## src/rtl/sw_ctrl_pkg.sv

```systemverilog
// Shared types and default constants for the stopwatch control front-end.
package sw_ctrl_pkg;

    typedef enum logic [0:0] {
        STOPPED = 1'b0,
        RUNNING = 1'b1
    } state_e;

    // 10 ms tick at 50 MHz.
    localparam int unsigned DefaultDiv    = 500000;
    // 20 ms of stable input before a level change is accepted.
    localparam int unsigned DefaultDebCyc = 1000000;
    // 0.5 s hold before INC auto-repeat, then 10 Hz repeat.
    localparam int unsigned DefaultRptDly = 25000000;
    localparam int unsigned DefaultRptPer = 5000000;

endpackage

```

## src/rtl/btn_debounce.sv

```systemverilog
// Two-flop synchronizer, stable-level debounce counter and rising-edge press pulse
// for one raw push-button.
module btn_debounce
    import sw_ctrl_pkg::*;
#(
    parameter int unsigned DEB_CYC = DefaultDebCyc
) (
    input  logic clk_i,
    input  logic rst_i,
    input  logic btn_i,
    output logic level_o,
    output logic press_o
);

    localparam int unsigned    CntW   = $clog2(DEB_CYC + 1);
    localparam logic [CntW-1:0] CntMax = CntW'(DEB_CYC - 1);

    logic [1:0]      sync_q;
    logic [CntW-1:0] cnt_q, cnt_d;
    logic            level_q, level_d;
    logic            level_prev_q;
    logic            press_q;

    // Count consecutive mismatching cycles; flip the level once the run is long enough.
    always_comb begin
        cnt_d   = '0;
        level_d = level_q;
        if (sync_q[1] != level_q) begin
            if (cnt_q == CntMax) begin
                level_d = sync_q[1];
            end else begin
                cnt_d = cnt_q + CntW'(1);
            end
        end
    end

    // Synchronizer, debounce state and registered press pulse.
    always_ff @(posedge clk_i) begin
        if (rst_i) begin
            sync_q       <= '0;
            cnt_q        <= '0;
            level_q      <= 1'b0;
            level_prev_q <= 1'b0;
            press_q      <= 1'b0;
        end else begin
            sync_q       <= {sync_q[0], btn_i};
            cnt_q        <= cnt_d;
            level_q      <= level_d;
            level_prev_q <= level_q;
            press_q      <= level_q & ~level_prev_q;
        end
    end

    assign level_o = level_q;
    assign press_o = press_q;

endmodule

```

## src/rtl/sw_ctrl.sv

```systemverilog
// Stopwatch control: debounces start/stop, clear and increment buttons, runs the
// STOPPED/RUNNING machine and issues single-cycle EN/INC/CLR strobes.
// Optional build macro SW_CTRL_REPEAT_EN adds INC auto-repeat while the button is held.
module sw_ctrl
    import sw_ctrl_pkg::*;
#(
    parameter int unsigned DIV     = DefaultDiv,
    parameter int unsigned DEB_CYC = DefaultDebCyc,
    parameter int unsigned RPT_DLY = DefaultRptDly,
    parameter int unsigned RPT_PER = DefaultRptPer
) (
    input  logic CLK,
    input  logic RST,
    input  logic BTN_SS,
    input  logic BTN_CLR,
    input  logic BTN_INC,
    output logic EN,
    output logic INC,
    output logic CLR,
    output logic RUN
);

    localparam int unsigned    PreW   = $clog2(DIV + 1);
    localparam logic [PreW-1:0] PreMax = PreW'(DIV - 1);

    logic ss_press, clr_press, inc_press;
    logic ss_lvl, clr_lvl, inc_lvl;
    logic rpt_fire;

    btn_debounce #(.DEB_CYC(DEB_CYC)) u_deb_ss (
        .clk_i  (CLK),
        .rst_i  (RST),
        .btn_i  (BTN_SS),
        .level_o(ss_lvl),
        .press_o(ss_press)
    );

    btn_debounce #(.DEB_CYC(DEB_CYC)) u_deb_clr (
        .clk_i  (CLK),
        .rst_i  (RST),
        .btn_i  (BTN_CLR),
        .level_o(clr_lvl),
        .press_o(clr_press)
    );

    btn_debounce #(.DEB_CYC(DEB_CYC)) u_deb_inc (
        .clk_i  (CLK),
        .rst_i  (RST),
        .btn_i  (BTN_INC),
        .level_o(inc_lvl),
        .press_o(inc_press)
    );

    state_e          state_q, state_d;
    logic [PreW-1:0] presc_q, presc_d;
    logic            en_q, en_d;
    logic            inc_q, inc_d;
    logic            clr_q, clr_d;

`ifdef SW_CTRL_REPEAT_EN
    localparam int unsigned    RptMax = (RPT_DLY > RPT_PER) ? RPT_DLY : RPT_PER;
    localparam int unsigned    RptW   = $clog2(RptMax + 1);
    localparam logic [RptW-1:0] DlyMax = RptW'(RPT_DLY - 1);
    localparam logic [RptW-1:0] PerMax = RptW'(RPT_PER - 1);

    logic [RptW-1:0] rpt_cnt_q, rpt_cnt_d;
    logic            rpt_arm_q, rpt_arm_d;
    logic            rpt_per_q, rpt_per_d;

    // Repeat timer: armed by an accepted INC press, first gap RPT_DLY, then RPT_PER.
    always_comb begin
        rpt_cnt_d = rpt_cnt_q;
        rpt_arm_d = rpt_arm_q;
        rpt_per_d = rpt_per_q;
        rpt_fire  = 1'b0;
        if (state_q != STOPPED || !inc_lvl) begin
            rpt_cnt_d = '0;
            rpt_arm_d = 1'b0;
            rpt_per_d = 1'b0;
        end else if (inc_press && !ss_press && !clr_press) begin
            rpt_cnt_d = '0;
            rpt_arm_d = 1'b1;
            rpt_per_d = 1'b0;
        end else if (rpt_arm_q) begin
            if (rpt_cnt_q == (rpt_per_q ? PerMax : DlyMax)) begin
                rpt_fire  = 1'b1;
                rpt_cnt_d = '0;
                rpt_per_d = 1'b1;
            end else begin
                rpt_cnt_d = rpt_cnt_q + RptW'(1);
            end
        end
    end

    // Repeat timer registers.
    always_ff @(posedge CLK) begin
        if (RST) begin
            rpt_cnt_q <= '0;
            rpt_arm_q <= 1'b0;
            rpt_per_q <= 1'b0;
        end else begin
            rpt_cnt_q <= rpt_cnt_d;
            rpt_arm_q <= rpt_arm_d;
            rpt_per_q <= rpt_per_d;
        end
    end

    logic unused_lvl;
    assign unused_lvl = ss_lvl ^ clr_lvl;
`else
    assign rpt_fire = 1'b0;

    // Levels and repeat timing only matter to the auto-repeat build.
    logic unused_sig;
    assign unused_sig = ^{ss_lvl, clr_lvl, inc_lvl, RPT_DLY[0], RPT_PER[0]};
`endif

    // Run/stop decisions with ss > clr > inc priority, prescaler and strobe generation.
    always_comb begin
        state_d = state_q;
        presc_d = presc_q;
        en_d    = 1'b0;
        inc_d   = 1'b0;
        clr_d   = 1'b0;
        unique case (state_q)
            STOPPED: begin
                if (ss_press) begin
                    state_d = RUNNING;
                    presc_d = '0;
                end else if (clr_press) begin
                    clr_d = 1'b1;
                end else if (inc_press || rpt_fire) begin
                    inc_d = 1'b1;
                end
            end
            RUNNING: begin
                // A stop press wins over a tick due in the same cycle.
                if (ss_press) begin
                    state_d = STOPPED;
                end else if (presc_q == PreMax) begin
                    en_d    = 1'b1;
                    presc_d = '0;
                end else begin
                    presc_d = presc_q + PreW'(1);
                end
            end
            default: state_d = STOPPED;
        endcase
    end

    // State, prescaler and output strobe registers.
    always_ff @(posedge CLK) begin
        if (RST) begin
            state_q <= STOPPED;
            presc_q <= '0;
            en_q    <= 1'b0;
            inc_q   <= 1'b0;
            clr_q   <= 1'b0;
        end else begin
            state_q <= state_d;
            presc_q <= presc_d;
            en_q    <= en_d;
            inc_q   <= inc_d;
            clr_q   <= clr_d;
        end
    end

    assign EN  = en_q;
    assign INC = inc_q;
    assign CLR = clr_q;
    assign RUN = (state_q == RUNNING);

endmodule

```

## config.mk

```make
export PLATFORM = sky130hd
export DESIGN_NAME = sw_ctrl
export DESIGN_NICKNAME = d
export VERILOG_FILES = /design/src/rtl/sw_ctrl_pkg.sv /design/src/rtl/btn_debounce.sv /design/src/rtl/sw_ctrl.sv
export SDC_FILE = /design/constraint.sdc
export NUM_CORES = 1
export LEC_CHECK = 0
export CAP_MARGIN = 10
export CORE_MARGIN = 2
export CORE_UTILIZATION = 30
export DETAILED_ROUTE_END_ITERATION = 16
export PLACE_DENSITY = 0.49
export SYNTH_ARGS = -nofsm -noshare
export SYNTH_HDL_FRONTEND = slang
export SYNTH_SLANG_ARGS = --single-unit
```

## constraint.sdc

```tcl
create_clock -name CLK -period 2.1 [get_ports CLK]
set_clock_uncertainty 0.1 [all_clocks]
set_input_delay 0.63 -clock CLK [delete_from_list [all_inputs] [get_ports CLK]]
set_output_delay 0.63 -clock CLK [all_outputs]
set_load 0.01 [all_outputs]
```

==> results.txt, run 1 <==
* Detailed-route wire length: approximately 8.5 mm
* Leftover overflow at the end of global routing: 0
- The largest single stage delay on the critical path is approximately 0.52 ns.
- Entering global routing, the biggest net connects 20 pins.
- Among all flip-flop cells after synthesis, the most frequent one is sky130_fd_sc_hd__dfxtp_1.
- Port buffering added 8 buffers.
- Detailed-placement wirelength estimate: 5.88 mm
- Die boundary width: roughly 120 microns
- Post-DP Area: approximately 4700 sq um
- Combinational family with the most area after synthesis: simple AND/OR/NAND/NOR gates
- After the first detailed-routing iteration, the DRC count stood at approximately 210.
* Main area contributors after synthesis: sky130_fd_sc_hd__dfxtp_1 (47%), sky130_fd_sc_hd__xor2_1 (7.7%), sky130_fd_sc_hd__nor2_1 (7.2%)
- For this design, the sink count on the clock tree is slightly below 100.
- Area grow syn2layout: 20.3%
- Slew at the pin closest to its max-slew limit: 0.652 ns
* Post-synth top cells: sky130_fd_sc_hd__dfxtp_1 (98), sky130_fd_sc_hd__nor2_1 (81), sky130_fd_sc_hd__xor2_1 (37)
- Arr. time, crit path: 2.26 ns
* Register-to-register setup slack: -0.02 ns
- Cell area after synthesis: between 4000 and 5000 sq um
- After Yosys synthesis, and, or, nand and nor cells account for between 30% and 40% of the synthesized area.
- For this design the static power due to leakage is ~1.7 nW.
- Once detail routing completed, the nets flagged for antenna violations numbered 0.
- Global routing used approximately an eighth of the available tracks.
- Core region area: between 10000 and 15000 sq um
- Count of mapped cells out of synthesis: between 400 and 500
* Avg Vias per Cell: around 4.7
- Drt drc: 0
- Floorplan row count: 43
- Number of warnings printed during yosys synthesis: 0
* Number of vias after detailed routing: 3338
- The tree is rooted in a sky130_fd_sc_hd__clkbuf_16.
- Type of the worst min-delay path: register to register
* Last weighted congestion value of the routability-driven placer: approximately 0.8
- Peak Freq: 472 MHz
- After clock tree synthesis, the clock-pin slew on the worst setup and hold paths is about 0.070 ns.
- Adder-Cell Fraction of Synth Area: around 1.2%
* Number of max-slew violations in the final report: 0
- Clock period minus final worst setup slack: between 2 and 2.5 ns
- The worst pin sits at a relative slew slack of a little under three fifths.
- Portion of synthesized cell area occupied by the leading cell type: a little under half
- The number of global-route vias before repair came to between 3000 and 4000.
* Portion of the post-synthesis area used by sequential elements: roughly 47%
- The first detailed-routing pass took 5 iterations.
- Setup violations remaining at the end of the flow were counted as 1.
- The synthesized netlist devotes ~5.7% of its cell area to compound gates.
* Source-to-sink clock delay at the later pin of the worst-skew pair: between 0.3 and 0.4 ns
* Post-synthesis mux area share: 1.43%
- Synthesis instantiated 41 different standard cells from the library.
* Flops & latches, synth: 98
- By instance count, the cell type seen most on the critical path is sky130_fd_sc_hd__or4_4.
- Counting flops with an async set or reset pin after synthesis yields a share of 0%.
- TritonCTS built the clock tree.
* Fin util: approximately 37%
- Post-synth top area cell: sky130_fd_sc_hd__dfxtp_1
* Violations in the final reports: negative setup slack
- Maximum VDD drop: roughly 0.00039 V
- Critical path's slowest cell: sky130_fd_sc_hd__or4_4
- The signal on the critical path passes through or4_4 > or4_4 > o21a_4 > and3_4 > a211o_1.
- Number of levels in the clock H-tree: 3
- Final net count: 531
* Number of CTS-inserted buffers: 9
* Ratio of total power to cell area: between 600 and 700 nW/um^2
- After routing the design area is 5040 sq um.
* Worst Path Class, Setup: register to register
- Total nets after synthesis: 489
- The final number of hold-violating endpoints came to 0.
- Least setup slack across all paths after layout: -0.0182 ns
- STA classifies the critical path endpoint as a register.
* Share of layout cells above drive strength 1: about an eighth
- In this run the worst path has a maximum fanout of 4.
- Worst path top cell family by delay: simple AND/OR/NAND/NOR gates
- Outcome: complete, but fails checks
- Kind of launch point of the worst setup path: register
- In the final routed layout, each cell accounts on average for around 12 microns.
* Number of enable flip-flop cells after synthesis: 0
- The first global-routing pass estimated 14.4 mm of wire.
* Height of the die: approximately 120 microns
- The average instance in the mapped netlist occupies 8.74 sq um.
- For the worst setup path, the data required time is 2.24 ns.
- The critical path contains buffers and inverters numbering 0 combined.
- Die outline area: roughly 15000 sq um
- Of the available clock period, the critical path in the final layout requires 101%.
- Number of top-level pins: 9
- Once the floorplan was initialized, standard cells occupied a little under a third of the core.
- Number of buffers between clock root and the deepest sink: 2
* Initial antenna violation count: 0
- Yosys instantiated no cell more often than sky130_fd_sc_hd__dfxtp_1.
- Across the run, the number of max-cap violations was 0.
- Summing the areas of all xor and xnor instances in the mapped netlist gives between 10% and 20% of the synthesized area.
- 0 antenna diodes ended up in the layout.
- Setup repair after global routing could not meet its margin everywhere.
==> layout by cell type, fill, tap and decap left out, types with 3 or more instances in the layout <==
cell / count
sky130_fd_sc_hd__dfxtp_1: 97
sky130_fd_sc_hd__nor2_1: 81
sky130_fd_sc_hd__xor2_1: 37
sky130_fd_sc_hd__buf_4: 36
sky130_fd_sc_hd__nand3_1: 35
sky130_fd_sc_hd__nand2_1: 33
sky130_fd_sc_hd__xnor2_1: 22
sky130_fd_sc_hd__nand4_1: 20
sky130_fd_sc_hd__nor2b_1: 14
sky130_fd_sc_hd__inv_1: 12
sky130_fd_sc_hd__and3_1: 11
sky130_fd_sc_hd__a21oi_1: 11
sky130_fd_sc_hd__nor4_1: 9
sky130_fd_sc_hd__clkbuf_16: 9
sky130_fd_sc_hd__nor3_1: 8
sky130_fd_sc_hd__or3_1: 8
sky130_fd_sc_hd__clkdlybuf4s50_1: 8
sky130_fd_sc_hd__nor4b_1: 7
sky130_fd_sc_hd__and4_1: 6
sky130_fd_sc_hd__a31oi_1: 6
sky130_fd_sc_hd__mux2i_1: 6
sky130_fd_sc_hd__o21ai_1: 5
sky130_fd_sc_hd__nand2b_1: 4
sky130_fd_sc_hd__o21ai_0: 4
sky130_fd_sc_hd__ha_1: 3
==> state kept, by name, summed over array words and instances (netlist names), 2 cells and up <==
name / flops
u_deb_inc.sync_q: 2
u_deb_ss.sync_q: 2
u_deb_inc.cnt_q: 20
presc_q: 19
u_deb_clr.cnt_q: 20
u_deb_ss.cnt_q: 20
u_deb_clr.sync_q: 2
==> logic make-up (layout without fill, tap and decap cells) <==
| kind of cell | Yosys count | count (layout) |
|---|---|---|
| AND/OR/NAND/NOR | 248 | 248 |
| XOR/XNOR | 59 | 59 |
| multiplexers | 6 | 6 |
| flip-flops | 98 | 98 |
| buffers and inverters | 26 | 72 |
| adder cells (fa/ha/maj) | 4 | 4 |
| AO/OA/AOI/OAI | 39 | 39 |
==> per-layer routing <==
metal	vias to the layer above	share of wire [%]	track usage, %
met5	-	0	0
met4	0	1.3	5.24
met3	8	3.1	3.76
met2	39	46	19.3
met1	1556	50	15.4
li1	1735	-	-
==> stage by stage <==
| stage | cells | total power (W) | setup WS, ns | TNS [ns] | hold slack [ns] |
|---|---|---|---|---|---|
| 2_1_floorplan | 480 | 0.00194 | 0.00549 | 0 | 0.267 |
| 3_3_place_gp | 688 | 0.00197 | -0.0646 | -0.932 | 0.274 |
| 3_5_place_dp | 688 | 0.00197 | -0.101 | -2.04 | 0.272 |
| 4_1_cts | 706 | 0.00355 | -0.0291 | -0.0293 | 0.281 |
| 5_1_grt | 706 | 0.00362 | -0.0743 | -0.433 | 0.295 |
| 6_report | 706 | 0.00346 | -0.0182 | -0.0182 | 0.281 |
==> repair_timing <==
action                     CTS  global route
setup endpoints to repair    3            11
hold buffers                 0             0
setup buffers                3             0
pin swaps                    1             3
gates resized for setup      1            11
==> final timing paths <==
kind,to,cells after the start,from
worst max-delay path,presc_q[6],5,presc_q[9]
worst min-delay path,u_deb_clr.press_o,1,u_deb_clr.level_prev_q
worst max register to register,presc_q[6],5,presc_q[9]
worst min register to register,u_deb_clr.press_o,1,u_deb_clr.level_prev_q
==> final cells by class <==
type	instances	area [sq um]
timing repair buffer	45	370
fill	1427	8730
sequential	98	1960
multi-input combinational	356	2170
clock buffer	11	243
inverter	12	45.0
tap	180	225
clock inverter	4	28.8
==> where the power goes <==
group,internal (W),switching (W)
Combinational,0.0000249,0.0000295
Clock,0.000829,0.000701
Sequential,0.00187,0.00000615
Note: power is estimated with default switching activity, not from simulation.
==> run 2: changes to the inputs <==
- REMOVE_ABC_BUFFERS: not set -> 1
- clock period: 2.1 -> 1.85 ns (I/O delays scaled with it)
==> results.txt, run 2 (synthesis results as in run 1) <==
- For the finished layout, the period the worst path requires is around 2.1 ns.
- In this run the worst path has a maximum fanout of 6.
- In this design, the critical path's most frequently occurring cell is sky130_fd_sc_hd__or4_4.
- Measured against its own limit, the worst slew margin works out to about two thirds.
* Number of CTS-inserted buffers: 9
- Routed wire length per instance: about 12 microns
* Detailed-route wire length: 8.50 mm
- Number of top-level pins: 9
* Area grow syn2layout: 26.5%
- Source-to-sink clock delay at the later pin of the worst-skew pair: ~0.35 ns
- Dividing total power by cell area gives a power density of 774 nW/um^2.
- The flow ran to the end, but the final reports show violations.
- Final net count: between 500 and 600
- The repair_antennas step left the layout with diodes totalling 0.
- At the end of routability-driven placement, the weighted congestion stood at 0.811.
- The first routing iteration left around 150 violations.
* Hold Worst Slack: approximately 0.29 ns
- Number of sinks on the clock net: 98
* CTS hold repair buffers: 0
* Buffers on Ports: 8
- Leftover overflow at the end of global routing: 0
- Critical path's slowest cell: sky130_fd_sc_hd__or4_4
- Switching pwr: 0.000891 W
- In the final layout, the multi-input gates occupy 2210 sq um.
* Global-route wire length before repair: around 15 mm
* Critical path capture point type: register
- Sequential cell area: 1970 sq um
- Derived from the worst setup path, the maximum achievable clock frequency is 472 MHz.
- In this run the vertical extent of the chip is 122 microns.
- Measured along the x axis, the die boundary spans 122 microns.
- CTS tree: built
- Initial antenna violation count: 0
* Slew at the pin closest to its max-slew limit: roughly 0.47 ns
- Violations in the final reports: negative setup slack
- The critical path is of the register to register type.
- Number of buffers between clock root and the deepest sink: 2
* Number of global-route vias before repair: roughly 3300
- Remaining antenna violation count: 0
- In this run, the combinational gates consume between 1.5 and 2% of the power.
* Avg Vias per Cell: 4.67
- At the worst endpoint, the required time is around 2 ns.
- After clock tree synthesis, the clock-pin slew on the worst setup and hold paths is 0.07 ns.
- The final number of hold-violating endpoints was 0.
* Kind of launch point of the worst setup path: register
- Walking the worst path, the cells encountered are or4_4 > or4_4 > o21a_4 > and3_1 > a211o_1.
- Internal cell power: between 0.003 and 0.004 W
- Number of max-slew violations in the final report: 0
- Number of iterations in the first detailed-routing pass: 4
- After legalization and detailed placement, the total HPWL measured between 6 and 7 mm.
* Setup repair after global routing missed its margin: yes
- Post-DP Area: between 4000 and 5000 sq um
* Fraction of power consumed by sequential logic: around 52%
- Root buffer cell: sky130_fd_sc_hd__clkbuf_16
* Core region area: ~14000 sq um
- Max-Cap Viols: 0
- Sw Share: roughly 22%
- In this design, the stage delay of the slowest critical-path cell is ~0.53 ns.
- Global routing used 12.5% of the available tracks across all layers.
- Once layout is done, the placed cells without fillers occupy ~5300 sq um.
- The clock network accounts for between 40 and 50% of the total power.
- Number of vias after detailed routing: around 3400
- Biggest regs: u_deb_clr.cnt_q x20, u_deb_inc.cnt_q x20, u_deb_ss.cnt_q x20
- Post-route fraction of the period consumed by the critical path: 114%
- VDD sags by at most ~0.00039 V.
- Setup violations remaining at the end of the flow were counted as 15.
- Row generation in the floorplan step produced between 40 and 50 rows.
* Least setup slack across all paths after layout: -0.268 ns
* Arr. time, crit path: roughly 2.3 ns
* Static Leak: approximately 1.9 nW
- Filler cells: between 1000 and 1500
- Drt drc: 0
- Summed over all failing endpoints, the final setup total negative slack is -2.86 ns.
- The min-delay analysis places its worst path in the category register to register.
- Die outline area: 14900 sq um
- Top library cells by usage in the layout, fill and taps aside: sky130_fd_sc_hd__dfxtp_1 (95), sky130_fd_sc_hd__nor2_1 (81), sky130_fd_sc_hd__buf_4 (57), sky130_fd_sc_hd__xor2_1 (37), sky130_fd_sc_hd__nand3_1 (34)
- Entering global routing, the biggest net connects 20 pins.
* Initial cell density of the core: just over 30%
- Share of layout cells above drive strength 1: approximately 18%
* Number of levels in the clock H-tree: 3
- Most common cell after layout, fill and taps aside: sky130_fd_sc_hd__dfxtp_1
-- run 2: stage by stage --
| stage | total power, W | utilization, % | instances | setup WS, ns |
|---|---|---|---|---|
| floorplan | 0.00220 | - | 466 | -0.387 |
| global placement | 0.00225 | 35.5 | 711 | -0.454 |
| detailed placement | 0.00225 | 35.5 | 711 | -0.444 |
| CTS | 0.00416 | 38.0 | 729 | -0.262 |
| global route | 0.00426 | 38.5 | 730 | -0.317 |
| finish | 0.00411 | 38.5 | 730 | -0.268 |
-- run 2: final cells by class --
cell class	instances	share of cell area, %
sequential	98	37.1
timing repair buffer	68	10.4
clock buffer	9	4.25
tap	180	4.25
inverter	12	0.849
clock inverter	7	1.42
multi-input combinational	356	41.7
-- run 2: path summary, 6_finish.rpt --
path / from / end / slack [ns] / cells after the start
setup / recovery: presc_q[9] / presc_q[6] / -0.27 / 5
hold / removal: u_deb_clr.level_prev_q / u_deb_clr.press_o / 0.29 / 1
hold reg to reg: u_deb_clr.level_prev_q / u_deb_clr.press_o / 0.29 / 1
setup reg to reg: presc_q[9] / presc_q[6] / -0.27 / 5
-- run 2: critical path: cells and delay by family, from the launching register on --
family             cells  cell delay (ns)
and+or+nand+nor        3             1.14
AOI/OAI and AO/OA      2             0.46
DFF                    1             0.31
-- run 2: timing repair --
action                                  4_1_cts  5_1_grt
pin swaps                                     8        4
setup buffers                                 2        1
endpoints found under the setup margin       20       50
resized for setup                            10       21
endpoints found under the hold margin         0        0
-- run 2: layer usage --
layer / vias to the layer above / wire, microns / track usage (%)
met3: 14 / 188 / 2.09
li1: 1782 / - / -
met5: - / 0 / 0
met1: 1575 / 4420 / 17.2
met4: 0 / 215 / 7.04
met2: 35 / 3680 / 18.3
-- run 2: power by group through the flow --
| stage | clock network, W | registers [W] | logic (W) |
|---|---|---|---|
| finish | 0.00190 | 0.00213 | 0.0000774 |
| global route | 0.00205 | 0.00213 | 0.0000858 |
| CTS | 0.00196 | 0.00212 | 0.0000776 |
| detailed placement | 0 | 0.00217 | 0.0000767 |
| global placement | 0 | 0.00217 | 0.0000761 |
| floorplan | 0 | 0.00217 | 0.0000270 |
